==> src/rtl/msrv32_alu_arbiter.sv <==
// msrv32_alu_arbiter: shares one combinational ALU between two requesters
// (req0 integer pipe, req1 address/CSR helper) and returns tagged results.
//
// Ports:
//   ms_riscv32_mp_clk_in / ms_riscv32_mp_rst_in : clock, async active-high reset
//   reqN_valid_in, reqN_ready_out               : request handshake, N = 0/1
//   reqN_op1_in, reqN_op2_in, reqN_opcode_in    : request operands and opcode
//   alu_op_1_out, alu_op_2_out, alu_opcode_out  : registered ALU inputs
//   alu_result_in                               : ALU combinational result
//   rsp_valid_out, rsp_ready_in                 : response handshake
//   rsp_id_out, rsp_result_out                  : responder id and result
//
// Build option: ALU_ARB_RR_EN selects round-robin arbitration; without it
// req0 has fixed priority and req1 is forced after MAX_WAIT req0 grants.

module msrv32_alu_arbiter #(
    parameter int DATA_W   = 32,
    parameter int OPC_W    = 4,
    parameter int MAX_WAIT = 4
) (
    input  logic              ms_riscv32_mp_clk_in,
    input  logic              ms_riscv32_mp_rst_in,
    input  logic              req0_valid_in,
    output logic              req0_ready_out,
    input  logic [DATA_W-1:0] req0_op1_in,
    input  logic [DATA_W-1:0] req0_op2_in,
    input  logic [OPC_W-1:0]  req0_opcode_in,
    input  logic              req1_valid_in,
    output logic              req1_ready_out,
    input  logic [DATA_W-1:0] req1_op1_in,
    input  logic [DATA_W-1:0] req1_op2_in,
    input  logic [OPC_W-1:0]  req1_opcode_in,
    output logic [DATA_W-1:0] alu_op_1_out,
    output logic [DATA_W-1:0] alu_op_2_out,
    output logic [OPC_W-1:0]  alu_opcode_out,
    input  logic [DATA_W-1:0] alu_result_in,
    output logic              rsp_valid_out,
    output logic              rsp_id_out,
    output logic [DATA_W-1:0] rsp_result_out,
    input  logic              rsp_ready_in
);

    typedef enum logic [1:0] {
        IDLE,
        EXEC,
        RESP
    } state_t;

    state_t state;
    logic   id_q;
    logic   window;
    logic   gnt1;
    logic   xfer0;
    logic   xfer1;
    logic   xfer;

`ifdef ALU_ARB_RR_EN
    // 1 = req1 wins the next simultaneous request
    logic   rr_ptr;
`else
    localparam int CNT_W = (MAX_WAIT > 0) ? $clog2(MAX_WAIT + 1) : 1;
    localparam logic [CNT_W-1:0] CNT_MAX = CNT_W'(MAX_WAIT);
    logic [CNT_W-1:0] wait_cnt;
`endif

    always_comb begin
        // Reset gates the grant window so ready outputs are 0 during reset
        window = !ms_riscv32_mp_rst_in &&
                 ((state == IDLE) || ((state == RESP) && rsp_ready_in));
`ifdef ALU_ARB_RR_EN
        gnt1 = req1_valid_in && (!req0_valid_in || rr_ptr);
`else
        gnt1 = req1_valid_in && (!req0_valid_in || (wait_cnt == CNT_MAX));
`endif
        req0_ready_out = window && req0_valid_in && !gnt1;
        req1_ready_out = window && gnt1;
        xfer0 = req0_ready_out;
        xfer1 = req1_ready_out;
        xfer  = xfer0 || xfer1;
    end

    always_ff @(posedge ms_riscv32_mp_clk_in or posedge ms_riscv32_mp_rst_in) begin
        if (ms_riscv32_mp_rst_in) begin
            state          <= IDLE;
            id_q           <= 1'b0;
            alu_op_1_out   <= '0;
            alu_op_2_out   <= '0;
            alu_opcode_out <= '0;
            rsp_valid_out  <= 1'b0;
            rsp_id_out     <= 1'b0;
            rsp_result_out <= '0;
        end else begin
            unique case (state)
                IDLE: begin
                    if (xfer) state <= EXEC;
                end
                EXEC: begin
                    rsp_result_out <= alu_result_in;
                    rsp_id_out     <= id_q;
                    rsp_valid_out  <= 1'b1;
                    state          <= RESP;
                end
                RESP: begin
                    if (rsp_ready_in) begin
                        rsp_valid_out <= 1'b0;
                        state         <= xfer ? EXEC : IDLE;
                    end
                end
                default: state <= IDLE;
            endcase

            // Operands only load on a transfer so the ALU inputs hold when idle
            if (xfer) begin
                id_q           <= xfer1;
                alu_op_1_out   <= xfer1 ? req1_op1_in    : req0_op1_in;
                alu_op_2_out   <= xfer1 ? req1_op2_in    : req0_op2_in;
                alu_opcode_out <= xfer1 ? req1_opcode_in : req0_opcode_in;
            end
        end
    end

`ifdef ALU_ARB_RR_EN
    always_ff @(posedge ms_riscv32_mp_clk_in or posedge ms_riscv32_mp_rst_in) begin
        if (ms_riscv32_mp_rst_in) begin
            rr_ptr <= 1'b0;
        end else if (xfer) begin
            rr_ptr <= !xfer1;
        end
    end
`else
    // Counts req0 wins while req1 is kept waiting
    always_ff @(posedge ms_riscv32_mp_clk_in or posedge ms_riscv32_mp_rst_in) begin
        if (ms_riscv32_mp_rst_in) begin
            wait_cnt <= '0;
        end else if (!req1_valid_in || xfer1) begin
            wait_cnt <= '0;
        end else if (xfer0 && (wait_cnt != CNT_MAX)) begin
            wait_cnt <= wait_cnt + 1'b1;
        end
    end
`endif

endmodule

==> config.mk <==
export PLATFORM = sky130hd
export DESIGN_NAME = msrv32_alu_arbiter
export DESIGN_NICKNAME = d
export VERILOG_FILES = /design/src/rtl/msrv32_alu_arbiter.sv
export SDC_FILE = /design/constraint.sdc
export NUM_CORES = 1
export LEC_CHECK = 0
export CELL_PAD_IN_SITES_DETAIL_PLACEMENT = 0
export CELL_PAD_IN_SITES_GLOBAL_PLACEMENT = 1
export CORE_UTILIZATION = 30
export CTS_CLUSTER_SIZE = 30
export DETAILED_ROUTE_END_ITERATION = 8
export DONT_BUFFER_PORTS = 1
export PLACE_DENSITY = 0.67
export SLEW_MARGIN = 25
export SYNTH_ARGS = -nofsm -noshare
export SYNTH_HDL_FRONTEND = slang
export SYNTH_SLANG_ARGS = --single-unit
==> constraint.sdc <==
create_clock -name ms_riscv32_mp_clk_in -period 9.5 [get_ports ms_riscv32_mp_clk_in]
set_clock_uncertainty 0.15 [all_clocks]
set_input_delay 0.95 -clock ms_riscv32_mp_clk_in [delete_from_list [all_inputs] [get_ports ms_riscv32_mp_clk_in]]
set_output_delay 0.95 -clock ms_riscv32_mp_clk_in [all_outputs]
set_load 0.02 [all_outputs]
# == Word level (Yosys, flattened, before mapping) ==
# Cells that the tools add are included.
# word_totals
mem_bits_ro,0
ff_bits,108
mem_bits_rw,0
mem_count,0
wordCells,47
latchBits,0
output_inout_bits,104
inputBits,173
# op_classes
n_eq_ne,6
muxes,11
order_cmp,0
reduce_logical,20
n_addsub,1
mul,0
shifts,0
bitwise,0
div_mod_pow,0
# op_table
operator,n
2-to-1 mux 32 bit,2
logical AND 1 bit,7
2-to-1 mux 3 bit,2
case mux 2 bit (3 select lines),1
zero test 1 bit,4
logical OR 1 bit,4
2-to-1 mux 2 bit,2
2-to-1 mux 4 bit,1
inequality test 2 bit (second input constant),2
AND reduction 2 bit,2
nonzero test 2 bit,2
adder 3 x 1 -> 3 bit (second input constant),1
equality test 3 bit (second input constant),1
inequality test 3 bit (second input constant),1
equality test 2 x 1 -> 1 bit (second input constant),1
equality test 2 bit (second input constant),1
zero test 2 bit,1
2-to-1 mux 1 bit,2
case mux 1 bit (2 select lines),1

# == Logic depth before layout (Yosys ltp) ==
# logic_depth
ltp_word,10
depth_mapped,8
mapped_depth_nobuf,5

# == Worst setup path before layout ==
# Ideal clock, no wire load.
# synth_path
path_type,input to output
from,in ms_riscv32_mp_rst_in
to,out req1_ready_out
required_time_ns,8.400
path_slack_ns,6.475
arrival_ns,1.925
path_buffers,1
path_stages,3
path_cell_list,or2_4 > nor4b_4 > buf_6
# synth_between
elab_chain_len,3
# synth_rtl
element,line,text
start: declaration,22,"input logic ms_riscv32_mp_rst_in,"
zero test 1 bit (no source line),--,
logical AND 1 bit,68,window = !ms_riscv32_mp_rst_in &&
logical AND 1 bit,76,req1_ready_out = window && gnt1;
end: declaration,29,"output logic req1_ready_out,"
# No other way between the ends.

# == Worst setup path in the final report ==
# layout_path
from,in rsp_ready_in
to,out req0_ready_out
# layout_between
elab_chain_len,5
# layout_rtl
element,line,text
start: declaration,40,input logic rsp_ready_in
logical AND 1 bit,69,((state == IDLE) || ((state == RESP) && rsp_ready_in));
logical OR 1 bit,69,
logical AND 1 bit,68,
logical AND 1 bit (2 in series),75,req0_ready_out = window && req0_valid_in && !gnt1;
end: declaration,24,"output logic req0_ready_out,"
# No other way between the ends.

==> results.py <==
metrics = {
    "sta": {
        "layout_setup_ws_ns": 6.370,
        "max_slew_margin_pct": 44.32,
        "tightest_slew_ns": 0.8353,
        "fmaxAchievable_ghz": 0.3195,
        "rsz0062_at_grt": "false",
        "setup_viol": 0,
        "fin_tns_setup_ns": 0,
        "drv_slew": 0,
        "hold_viol_final": 0,
        "min_period_ns": 3.130,
        "fin_crit_sh_pct": 32.95,
    },
    "die": {
        "ios": 277,
        "initial_core_util_pct": 30.93,
        "die_y_um": 130.4,
        "dieArea_sq_mm": 0.01701,
        "die_w_um": 130.4,
        "rows": 46,
        "coreArea_sq_mm": 0.01600,
    },
    "clock_tree": {
        "hold_buffers": 0,
        "clk_pin_slew_ns": 0.08,
        "cts_buffers": 9,
        "cts_tree": "yes",
        "worstSkewPairLatency_ns": 0.35,
        "cts_buffer_depth": 2,
        "cts.sinks": 108,
        "root_buffer": "clkbuf_16",
        "post_cts_buffers": 0,
        "htree_num_levels": 3,
        "cts_resized": 0,
    },
    "layout": {
        "syn_to_final_growth_pct": 8.597,
        "layoutNonFillerInstCount": 685,
        "diodes": 0,
        "postLayoutCellArea_sq_mm": 0.005374,
        "final_common_cell": "inv_1",
        "fill_cells": 1698,
        "final_nets": 639,
        "final_cell_mix": "inv_1 (208), dfrtp_1 (108), a222oi_1 (68)",
        "drive_above_1_share_pct": 13.01,
    },
    "routing": {
        "drt_iter0_drc": 279,
        "routedWlPerCell_um": 17.14,
        "drc_errors": 0,
        "totalWireLength_mm": 11.74,
        "drt-pass1-iter-count": 8,
        "vias_per_cell": 4.909,
        "ant_nets": 0,
        "vias": 3363,
    },
    "critical_path": {
        "crit_type": "primary input to primary output",
        "cpPeakStageDelay_ns": 0.83,
        "cp.arrival_ns": 2.03,
        "worstPathCellList": "nand2b_1 > and4_4",
        "endpoint_kind": "primary output",
        "cp-startpoint": "rsp_ready_in",
        "cp_data_required_time_ns": 8.40,
        "crit_path_start_kind": "primary input",
        "path_buf_inv": 0,
        "crit_path_max_fanout": 69,
        "slowest_stage": "and4_4",
        "rr_startpoint": "wait_cnt[0]$_DFFE_PP0P_",
        "cpLargestDelayFamily": "simple AND/OR/NAND/NOR gates",
    },
    "synth": {
        "synth_nets": 649,
        "synth_top_cell_by_area": "dfrtp_1",
        "synth_warnings": 0,
        "netlist_instances": 474,
        "avgSynthCellArea_sq_um": 10.44,
        "synth_top_cell_area_share_pct": 54.61,
        "yosysSeqAreaShare_pct": 54.61,
        "synthTopCellsByArea": "dfrtp_1 (55%), inv_1 (16%), a222oi_1 (14%)",
        "synthesis.area_sq_mm": 0.004948,
        "synth_cell_type_count": 26,
        "ys_ff_latch": 108,
    },
    "place": {
        "hpwl_mm": 8.508,
        "placed_area_sq_mm": 0.005080,
        "gp_congestion": 0.7342,
        "io_buffers": 0,
        "dp_worst_setup_slack_ns": 6.394,
        "dp_cells": 669,
    },
    "global_routing": {
        "grt_usage_pct": 13.05,
        "antenna_found_initial": 0,
        "grt_max_degree": 70,
        "grt_pass1_wl_mm": 16.84,
        "first_global_vias": 3487,
        "grt-ovfl-total": 0,
    },
    "worst_hold_path": {
        "hp-class": "register to register",
        "hold_start": "id_q$_DFFE_PP0N_",
    },
    "run_status": {
        "outcome": "complete, no violations",
    },
    "power_and_ir_drop": {
        "power_mw": 1.405,
        "irDropWorstVdd_v": 0.0001197,
        "p_per_area_mw_per_mm2": 261.5,
        "leakagePower_nw": 2.968,
    },
    "run": {
        "cap_violations": 0,
    },
}
[power by group]
part	switching, mW	leakage (nW)	total [mW]	internal [mW]
combinational	0.0972	1.61	0.201	0.104
sequential	0.253	1.22	0.837	0.584
clock	0.182	0.138	0.367	0.185
total	0.532	2.97	1.41	0.873
[cell usage after synthesis]
library cell and number:
or2_4 1, nor4b_4 1, inv_1 209, o21ai_0 2, buf_6 10, o31ai_1 1, nand3_1 2, a222oi_1 68
nor3b_1 1, nand2b_1 1, clkbuf_1 7, o21bai_1 1, mux2_2 33, and4_4 1, a21oi_1 2, dfrtp_1 108
nor2b_1 3, a21boi_0 3, nand2_1 1, a21boi_1 1, nor2_2 1, o211ai_1 1, a21o_1 1, ha_1 2
nand4_1 3, buf_2 10
[layer usage]
metal | vias to the layer above | GRT usage, % | routed length [um]
met4 | 0 | 5.003 | 159
met1 | 1626 | 13.14 | 4250
met5 | - | 0 | 0
li1 | 1514 | - | -
met3 | 14 | 6.270 | 1310
met2 | 209 | 23.28 | 6017
[final timing paths]
| path | endpoint | slack (ns) | cells after the start |
|---|---|---|---|
| setup / recovery | req0_ready_out | 6.37 | 2 |
| hold / removal | id_q$_DFFE_PP0N_ | 0.33 | 1 |
| setup reg to reg | alu_op_1_out[9]$_DFFE_PP0N_ | 7.35 | 5 |
| hold reg to reg | id_q$_DFFE_PP0N_ | 0.33 | 1 |
| max in group asynchronous | alu_op_2_out[17]$_DFFE_PP0N_ | 7.61 | 2 |
| min in group asynchronous | wait_cnt[1]$_DFFE_PP0P_ | 0.39 | 1 |
[state kept, by name (all words and copies together) (netlist names)]
name,count
rsp_valid_out,1
state,2
rsp_id_out,1
id_q,1
alu_op_1_out,32
alu_opcode_out,4
wait_cnt,3
rsp_result_out,32
alu_op_2_out,32
[area by class of cell]
| type | instances | area (sq um) | area share [%] |
|---|---|---|---|
| well taps | 216 | 270.3 | 5.029 |
| flip-flops and latches | 108 | 2703 | 50.29 |
| inverters | 209 | 787.0 | 14.64 |
| clock buffers | 9 | 225.2 | 4.191 |
| multi-input cells | 130 | 1275 | 23.73 |
| repair buffers | 6 | 45.04 | 0.8382 |
| clock inverters | 7 | 68.82 | 1.281 |
[logic make-up (layout without fill, tap and decap cells)]
kind of cell | Yosys count | in the layout | synth area share [%]
compound gates | 80 | 80 | 15.37
fa+ha+maj | 2 | 2 | 0.5056
buf+inv | 236 | 231 | 19.67
flops | 108 | 108 | 54.61
mux | 33 | 33 | 7.510
simple gates | 15 | 15 | 2.326
[per-stage QoR]
| stage | hold slack, ns | util, % |
|---|---|---|
| floorplan | 0.2938 | - |
| detailed placement | 0.3120 | 31.75 |
| finish | 0.3346 | 33.59 |
| global route | 0.3577 | 33.59 |
| global placement | 0.3176 | 31.75 |
| CTS | 0.3382 | 33.59 |
No activity file was read; power rests on OpenSTA's default activity.
